<file path="src/rtl/keypad_scanner.sv">
// 4x4 matrix keypad scanner: drives one column low at a time, samples the
// synchronized active-low rows, debounces whole scans and reports one hex key.
module keypad_scanner #(
    parameter int SCAN_DIV       = 50000,
    parameter int DEBOUNCE_SCANS = 4
) (
    input  logic       i_clk,
    input  logic       i_reset_n,
    input  logic [3:0] i_row_n,
    output logic [3:0] o_col_n,
    output logic [3:0] o_key,
    output logic       o_valid,
    output logic       o_pressed,
    output logic       o_released
);

    localparam int CW = (SCAN_DIV > 1) ? $clog2(SCAN_DIV) : 1;
    localparam int DW = $clog2(DEBOUNCE_SCANS + 1);
    localparam logic [CW-1:0] CNT_LAST = CW'(SCAN_DIV - 1);
    localparam logic [DW-1:0] DB_LAST  = DW'(DEBOUNCE_SCANS);

    typedef enum logic [1:0] {IDLE, CAND, HELD, REL} state_t;

    logic [3:0]    r_row_s1, r_row_s2;
    logic [CW-1:0] r_cnt;
    logic [1:0]    r_col_idx;
    logic [3:0]    r_col_n;
    logic [15:0]   r_acc;
    logic          r_scan_done;

    state_t        r_state;
    logic [3:0]    r_cand;
    logic [DW-1:0] r_cnt_db;
    logic [3:0]    r_key;
    logic          r_valid, r_pressed, r_released;

    logic [4:0]    w_nbits;
    logic [3:0]    w_code;
    logic          w_single, w_same;
    logic [1:0]    w_next_idx;
    logic [DW-1:0] w_cnt_inc;

    assign w_next_idx = r_col_idx + 2'd1;
    assign w_cnt_inc  = r_cnt_db + DW'(1);

    // Rows come straight off the pins, so they are synchronized before use.
    always_ff @(posedge i_clk or negedge i_reset_n) begin
        if (!i_reset_n) begin
            r_row_s1 <= 4'hF;
            r_row_s2 <= 4'hF;
        end else begin
            r_row_s1 <= i_row_n;
            r_row_s2 <= r_row_s1;
        end
    end

    always_ff @(posedge i_clk or negedge i_reset_n) begin
        if (!i_reset_n) begin
            r_cnt       <= '0;
            r_col_idx   <= 2'd0;
            r_col_n     <= 4'b1110;
            r_acc       <= '0;
            r_scan_done <= 1'b0;
        end else begin
            r_scan_done <= 1'b0;
            if (r_cnt == CNT_LAST) begin
                r_cnt <= '0;
                for (int r = 0; r < 4; r++)
                    r_acc[{2'(r), r_col_idx}] <= ~r_row_s2[r];
                r_col_idx <= w_next_idx;
                r_col_n   <= ~(4'b0001 << w_next_idx);
                if (r_col_idx == 2'd3)
                    r_scan_done <= 1'b1;
            end else begin
                r_cnt <= r_cnt + CW'(1);
            end
        end
    end

    // More than one key down is treated as ghosting and never matches.
    always_comb begin
        w_nbits = 5'd0;
        w_code  = 4'd0;
        for (int i = 0; i < 16; i++) begin
            if (r_acc[i]) begin
                w_nbits = w_nbits + 5'd1;
                w_code  = 4'(i);
            end
        end
    end

    assign w_single = (w_nbits == 5'd1);
    assign w_same   = w_single && (w_code == r_cand);

    always_ff @(posedge i_clk or negedge i_reset_n) begin
        if (!i_reset_n) begin
            r_state    <= IDLE;
            r_cand     <= 4'd0;
            r_cnt_db   <= '0;
            r_key      <= 4'd0;
            r_valid    <= 1'b0;
            r_pressed  <= 1'b0;
            r_released <= 1'b0;
        end else begin
            r_pressed  <= 1'b0;
            r_released <= 1'b0;
            if (r_scan_done) begin
                case (r_state)
                    IDLE: begin
                        if (w_single) begin
                            r_cand   <= w_code;
                            r_cnt_db <= DW'(1);
                            if (DEBOUNCE_SCANS == 1) begin
                                r_state   <= HELD;
                                r_key     <= w_code;
                                r_valid   <= 1'b1;
                                r_pressed <= 1'b1;
                            end else begin
                                r_state <= CAND;
                            end
                        end
                    end
                    CAND: begin
                        if (w_same) begin
                            if (w_cnt_inc == DB_LAST) begin
                                r_state   <= HELD;
                                r_key     <= r_cand;
                                r_valid   <= 1'b1;
                                r_pressed <= 1'b1;
                            end
                            r_cnt_db <= w_cnt_inc;
                        end else if (w_single) begin
                            r_cand   <= w_code;
                            r_cnt_db <= DW'(1);
                        end else begin
                            r_state <= IDLE;
                        end
                    end
                    HELD: begin
                        if (!w_same) begin
                            r_cnt_db <= DW'(1);
                            if (DEBOUNCE_SCANS == 1) begin
                                r_state    <= IDLE;
                                r_valid    <= 1'b0;
                                r_released <= 1'b1;
                            end else begin
                                r_state <= REL;
                            end
                        end
                    end
                    REL: begin
                        if (w_same) begin
                            r_state <= HELD;
                        end else begin
                            if (w_cnt_inc == DB_LAST) begin
                                r_state    <= IDLE;
                                r_valid    <= 1'b0;
                                r_released <= 1'b1;
                            end
                            r_cnt_db <= w_cnt_inc;
                        end
                    end
                    default: r_state <= IDLE;
                endcase
            end
        end
    end

    assign o_col_n    = r_col_n;
    assign o_key      = r_key;
    assign o_valid    = r_valid;
    assign o_pressed  = r_pressed;
    assign o_released = r_released;

endmodule

</file>
<file path="config.mk">
export PLATFORM = sky130hd
export DESIGN_NAME = keypad_scanner
export DESIGN_NICKNAME = d
export VERILOG_FILES = /design/src/rtl/keypad_scanner.sv
export SDC_FILE = /design/constraint.sdc
export NUM_CORES = 1
export LEC_CHECK = 0
export BUFFER_PORTS_ARGS = -buffer_cell sky130_fd_sc_hd__buf_4
export CAP_MARGIN = 15
export CORE_UTILIZATION = 28
export CTS_CLUSTER_DIAMETER = 150
export CTS_CLUSTER_SIZE = 12
export DETAILED_ROUTE_END_ITERATION = 10
export SYNTH_ARGS = -nofsm -noshare
export SYNTH_HDL_FRONTEND = slang
export SYNTH_SLANG_ARGS = --single-unit
</file>
<file path="constraint.sdc">
create_clock -name i_clk -period 18.53 [get_ports i_clk]
set_input_delay 3.706 -clock i_clk [delete_from_list [all_inputs] [get_ports i_clk]]
set_output_delay 3.706 -clock i_clk [all_outputs]
set_load 0.005 [all_outputs]
</file>
==> impl_metrics.env, run 1 <==
export IMPL_core_area_um2=16000
export IMPL_syn2layout_area_growth_pct=14.1
export IMPL_critPathTopFamily="adder cells"
export IMPL_cp_slowest_cell="or4b_4"
export IMPL_dp_hpwl_um=7160
export IMPL_highest_layer="met4"
export IMPL_ys_seq_area_frac=0.343
export IMPL_dr_pass1_iters=4
export IMPL_synthDistinctLibCells=73
export IMPL_vias=3691
export IMPL_ys_ff_latch=63
export IMPL_clockRootBuffer="clkbuf_16"
export IMPL_cts_sinks=63
export IMPL_routedLengthMet1_um=4450
export IMPL_antenna_found_initial=0
export IMPL_die_w_um=131
export IMPL_arrival_ns=11.66
export IMPL_yosysTopAreaCell="dfrtp_1"
export IMPL_synth_area_um2=4640
export IMPL_holdBufCountCts=0
export IMPL_async_flop_share=1.00
export IMPL_clkTransAtPathRegs_ns=0.05
export IMPL_cts_tree="done"
export IMPL_core_rowCount=46
export IMPL_die_y_um=131
export IMPL_finalClockSkew_ns=0.00826
export IMPL_synth_edf_count=0
export IMPL_max_slew_margin=0.487
export IMPL_routabilityCongestion=0.776
export IMPL_n_antenna_cell=0
export IMPL_cap_viol_max_count=0
export IMPL_hold_path_class="register to register"
export IMPL_wl_met2_um=4780
export IMPL_start_util=0.290
export IMPL_synth_ff_type="dfrtp_1"
export IMPL_finalSetupViolCount=0
export IMPL_grt_max_degree=64
export IMPL_ant_nets=0
export IMPL_clock_path_buffers=2
export IMPL_synth_net_count=540
export IMPL_met3_length_um=182
export IMPL_pin_count=17
export IMPL_cp_start_kind="register"
export IMPL_cts_resized=0
export IMPL_cts_made_buffers=9
export IMPL_drtIter0Drc=168
export IMPL_fin_crit_ns=11.45
export IMPL_cellLeakagePower_nw=2.30
export IMPL_synthTopCellsByArea="dfrtp_1 28%, dfstp_2 6.2%, ha_1 5.9%"
export IMPL_ys_warn_count=0
export IMPL_synthCells=512
export IMPL_critical_path_class="register to register"
export IMPL_grt_setup_unrepaired="no"
export IMPL_wire_per_inst_um=12.9
export IMPL_synth_top_area_frac=0.281
export IMPL_grt_overflow=0
export IMPL_setup_tns_ns=0
export IMPL_port_buffers=16
export IMPL_status="complete, no violations"
export IMPL_drc=0
export IMPL_htreeDepth=3
export IMPL_worst_path_buf_inv=4
export IMPL_worstPathMaxFanout=6
export IMPL_crit_path_frequent_cell="ha_1"
export IMPL_grt_pass1_wl_um=16400
export IMPL_crit_required_ns=18.74
export IMPL_grt_usage=0.119
export IMPL_syn_area_per_cell_um2=9.06
export IMPL_grt_pass1_vias=3620
export IMPL_hold_violations=0
export IMPL_nNetsFinal=548
export IMPL_slew_viol_final=0
export IMPL_p_per_area_nw_per_um2=61.7
export IMPL_max_stage_delay_ns=0.51
export IMPL_ir_drop_v=0.0000503
export IMPL_tightest_slew_ns=0.750
export IMPL_drt_wl_total_um=9530
export IMPL_dieArea_um2=17100
export IMPL_clock_latency_ns=0.33
export IMPL_fin_crit_sh=0.618
export IMPL_layout_drive_gt1_share=0.135
export IMPL_cts_setup_buffers=0
export IMPL_cp_end_kind="register"
export IMPL_viasPerCell=4.98
export IMPL_fmax_mhz=87.3
export IMPL_hold_slack_ns=0.356
## metal layers
metal	track usage	vias to the layer above
li1	-	1864
met1	0.147	1779
met2	0.208	39
met3	0.0159	9
met4	0.0507	0
met5	0	-
## cells in the mapped netlist (3+ instances only)
cell      number
nand2_1       65
dfrtp_1       52
o21ai_0       38
inv_1         29
nor2_1        26
xnor2_1       23
ha_1          22
a21oi_1       19
clkbuf_1      18
xor2_1        17
nand3_1       15
nor3_1        12
and3_1        11
dfstp_2       11
nand4_1       11
mux2_2         8
nor3b_1        8
or3_1          8
a21o_1         7
a211oi_1       6
and2_1         6
o21a_1         6
mux2i_1        5
nor4_1         5
xnor3_1        5
a31oi_1        4
nor2b_1        4
a311o_1        3
nand2b_1       3
o22ai_1        3
o31ai_1        3
xnor3_2        3
## cells in the final DEF (no fill, tap or decap), types with 3 or more instances in the layout
cell type  netlist  final
nand2b_1         3      3
o31ai_1          3      3
dfrtp_1         52     52
a211oi_1         6      6
mux2_2           8      8
nand4_1         11     11
xor2_1          17     17
dfstp_2         11     11
o22ai_1          3      3
xnor3_2          3      3
or3_1            8      8
nand2_1         65     65
nand3_1         15     15
o21ai_0         38     38
xnor2_1         23     23
xnor3_1          5      5
and2_1           6      6
nor3_1          12     12
a31oi_1          4      4
clkbuf_16        0      9
nor3b_1          8      8
ha_1            22     22
a21o_1           7      7
nor2b_1          4      4
mux2i_1          5      5
and3_1          11     11
nor2_1          26     26
o21a_1           6      6
a311o_1          3      3
a21oi_1         19     19
nor4_1           5      5
inv_1           29     29
buf_4            0     16
## logic make-up (layout without fill, tap and decap cells)
family,Yosys count,in the layout,synth area share
fa+ha+maj,23,23,0.0615
simple gates,194,194,0.219
mux,15,15,0.0383
compound gates,117,117,0.170
buf+inv,49,62,0.0402
flops,63,63,0.343
xor+xnor,51,51,0.128
## stage by stage
step	cells	utilization	cell area (µm²)	total power, mW	setup WS (ns)
4_1_cts	740	0.330	5280	0.332	7.08
3_3_place_gp	724	0.309	4950	0.146	7.69
2_1_floorplan	512	-	4640	0.142	8.17
5_1_grt	741	0.331	5290	0.339	6.23
6_report	741	0.331	5290	0.327	7.08
3_5_place_dp	724	0.309	4950	0.146	7.14
## path summary, 6_finish.rpt
check                      slack [ns]                     to  cells after the start                   from
setup / recovery                 7.08  r_cand[3]$_DFFE_PN0P_                     50   r_acc[1]$_DFFE_PN0P_
max in group asynchronous       14.57   r_acc[2]$_DFFE_PN0P_                      1              i_reset_n
min in group asynchronous        3.47    r_cnt[13]$_DFF_PN0_                      1              i_reset_n
setup reg to reg                 7.08  r_cand[3]$_DFFE_PN0P_                     50   r_acc[1]$_DFFE_PN0P_
hold reg to reg                  0.36  r_row_s2[1]$_DFF_PN1_                      0  r_row_s1[1]$_DFF_PN1_
hold / removal                   0.36  r_row_s2[1]$_DFF_PN1_                      0  r_row_s1[1]$_DFF_PN1_
## state kept, by name, summed over array words and instances, names as in the netlist, named ones only
| name | count |
|---|---|
| r_acc | 16 |
| r_cnt | 16 |
| o_col_n | 4 |
| o_key | 4 |
| r_cand | 4 |
| r_row_s1 | 4 |
| r_row_s2 | 4 |
| r_cnt_db | 3 |
| r_col_idx | 2 |
| o_pressed | 1 |
| o_released | 1 |
| o_valid | 1 |
| r_scan_done | 1 |
| r_state | 1 |
## power breakdown
| part | internal [mW] | switching, mW | leakage [nW] |
|---|---|---|---|
| Combinational | 0.000653 | 0.00261 | 1.31 |
| Sequential | 0.139 | 0.000505 | 0.827 |
| Clock | 0.125 | 0.0589 | 0.158 |
| Total | 0.265 | 0.0620 | 2.30 |
## cell type report
cell class                      count  area, µm²
Timing Repair Buffer               17        128
Fill cell                        1657      10700
Multi-Input combinational cell    400       2860
Sequential cell                    63       1590
Clock buffer                       11        253
Inverter                           29        109
Clock inverter                      5       80.1
Tap cell                          216        270
No activity file was read; power rests on OpenSTA's default activity.
==> run 2: changes to the inputs <==
clock period = 11.9 ns   (was 18.53 ns; I/O delays follow)
==> run 2 against run 1 <==
Against the previous run: die area did not move; clock power grew 28%; clock-buffer cell count is 1 higher; global-route usage increased by 0.35 points; critical endpoint unchanged; largest power group unchanged.
==> impl_metrics.env, run 2 (synthesis gave the netlist of run 1 again) <==
export IMPL_status="complete, no violations"
export IMPL_drtIter0Drc=221
export IMPL_finalNonFillerCells=742
export IMPL_slew_viol_final=0
export IMPL_crit_required_ns=12.12
export IMPL_routabilityCongestion=0.776
export IMPL_fmax_mhz=88.6
export IMPL_worstPathMaxFanout=6
export IMPL_fin_crit_ns=11.29
export IMPL_layout_drive_gt1_share=0.139
export IMPL_ir_drop_v=0.0000714
export IMPL_clock_latency_ns=0.33
export IMPL_clockRootBuffer="clkbuf_16"
export IMPL_clock_path_buffers=2
export IMPL_dp_hpwl_um=7120
export IMPL_die_y_um=131
export IMPL_fin_crit_sh=0.949
export IMPL_antenna_found_initial=0
export IMPL_critical_path_class="register to register"
export IMPL_htreeDepth=3
export IMPL_cts_tree="done"
export IMPL_n_antenna_cell=0
export IMPL_finalSetupViolCount=0
export IMPL_start_util=0.290
export IMPL_place_area_um2=4950
export IMPL_hold_path_class="register to register"
export IMPL_finalClockSkew_ns=0.00900
export IMPL_reg_top3="r_acc: 16 flops, r_cnt: 16 flops"
export IMPL_power_uw=458
export IMPL_tightest_slew_ns=0.800
export IMPL_syn2layout_area_growth_pct=13.9
export IMPL_core_area_um2=16000
export IMPL_grt_overflow=0
export IMPL_vias=3702
export IMPL_grt_pass1_wl_um=16800
export IMPL_cellLeakagePower_nw=2.28
export IMPL_viasPerCell=4.99
export IMPL_final_cell_mix="65 x nand2_1, 52 x dfrtp_1, 38 x o21ai_0"
export IMPL_p_per_area_nw_per_um2=86.6
export IMPL_cp_start_kind="register"
export IMPL_hold_slack_ns=0.355
export IMPL_hold_violations=0
export IMPL_final_common_cell="nand2_1"
export IMPL_drc=0
export IMPL_cap_viol_max_count=0
export IMPL_worst_slack_ns=0.613
export IMPL_cp_slowest_cell="or4b_4"
export IMPL_cp_end_kind="register"
export IMPL_die_w_um=131
export IMPL_arrival_ns=11.50
export IMPL_max_stage_delay_ns=0.50
export IMPL_nNetsFinal=549
export IMPL_clkTransAtPathRegs_ns=0.06
export IMPL_crit_path_frequent_cell="ha_1"
export IMPL_core_rowCount=46
export IMPL_cts_made_buffers=9
export IMPL_use_met2=0.211
export IMPL_dp_cells=724
export IMPL_drt_wl_total_um=9740
export IMPL_wire_per_inst_um=13.1
export IMPL_holdBufCountCts=0
export IMPL_grt_use_met3=0.0179
export IMPL_place_ws_ns=0.576
export IMPL_dieArea_um2=17100
export IMPL_dr_pass1_iters=5
export IMPL_pin_count=17
export IMPL_grt_pass1_vias=3665
export IMPL_cts_sinks=63
export IMPL_globalRoute_busiestLayer="met2"
export IMPL_ant_nets=0
export IMPL_port_buffers=16
export IMPL_max_slew_margin=0.461
export IMPL_grt_util_met1=0.151
export IMPL_grt_max_degree=64
export IMPL_design_area_um2=5290
export IMPL_grt_usage=0.123
## run 2: critical path, delay by kind of cell, from the launching register on
kind                     cells  cell delay, ns
adder cells (fa/ha/maj)     14            4.15
buffers and inverters        3            0.29
AO/OA/AOI/OAI               13            2.20
multiplexers                 4            0.96
AND/OR/NAND/NOR             16            3.16
flip-flops                   1            0.40
## run 2: timing repair
| item | CTS | global route |
|---|---|---|
| endpoints found under the setup margin | 0 | 12 |
| buffers inserted | 0 | 1 |
| gates resized for setup | 0 | 6 |
| endpoints found under the hold margin | 0 | 0 |
## run 2: metrics by stage
stage,TNS [ns],utilization
floorplan,0,-
global placement,0,0.309
detailed placement,0,0.309
CTS,0,0.326
global route,-0.0566,0.330
finish,0,0.330
## run 2: final cells by class
type,instances,area [µm²]
flip-flops and latches,63,1590
fillers,1664,10700
well taps,216,270
inverters,29,109
multi-input cells,400,2910
clock buffers,12,246
clock inverters,4,22.5
repair buffers,18,135
## run 2: per-layer routing
layer / up-vias / routed length (µm)
met5: - / 0
met4: 0 / 191
met3: 14 / 199
met2: 32 / 4800
met1: 1797 / 4550
li1: 1859 / -
## run 2: final timing paths
check,startpoint,slack [ns],cells after the start,to
min in group asynchronous,i_reset_n,2.13,1,r_cnt[8]$_DFF_PN0_
setup / recovery,r_acc[1]$_DFFE_PN0P_,0.61,50,r_cand[3]$_DFFE_PN0P_
setup reg to reg,r_acc[1]$_DFFE_PN0P_,0.61,50,r_cand[3]$_DFFE_PN0P_
hold reg to reg,r_row_s1[1]$_DFF_PN1_,0.36,0,r_row_s2[1]$_DFF_PN1_
max in group asynchronous,i_reset_n,9.26,1,r_scan_done$_DFF_PN0_
hold / removal,r_row_s1[1]$_DFF_PN1_,0.36,0,r_row_s2[1]$_DFF_PN1_
## run 2: report_power, final
part | internal (mW) | switching, mW
logic | 0.00102 | 0.00409
registers | 0.217 | 0.000780
clock network | 0.145 | 0.0896
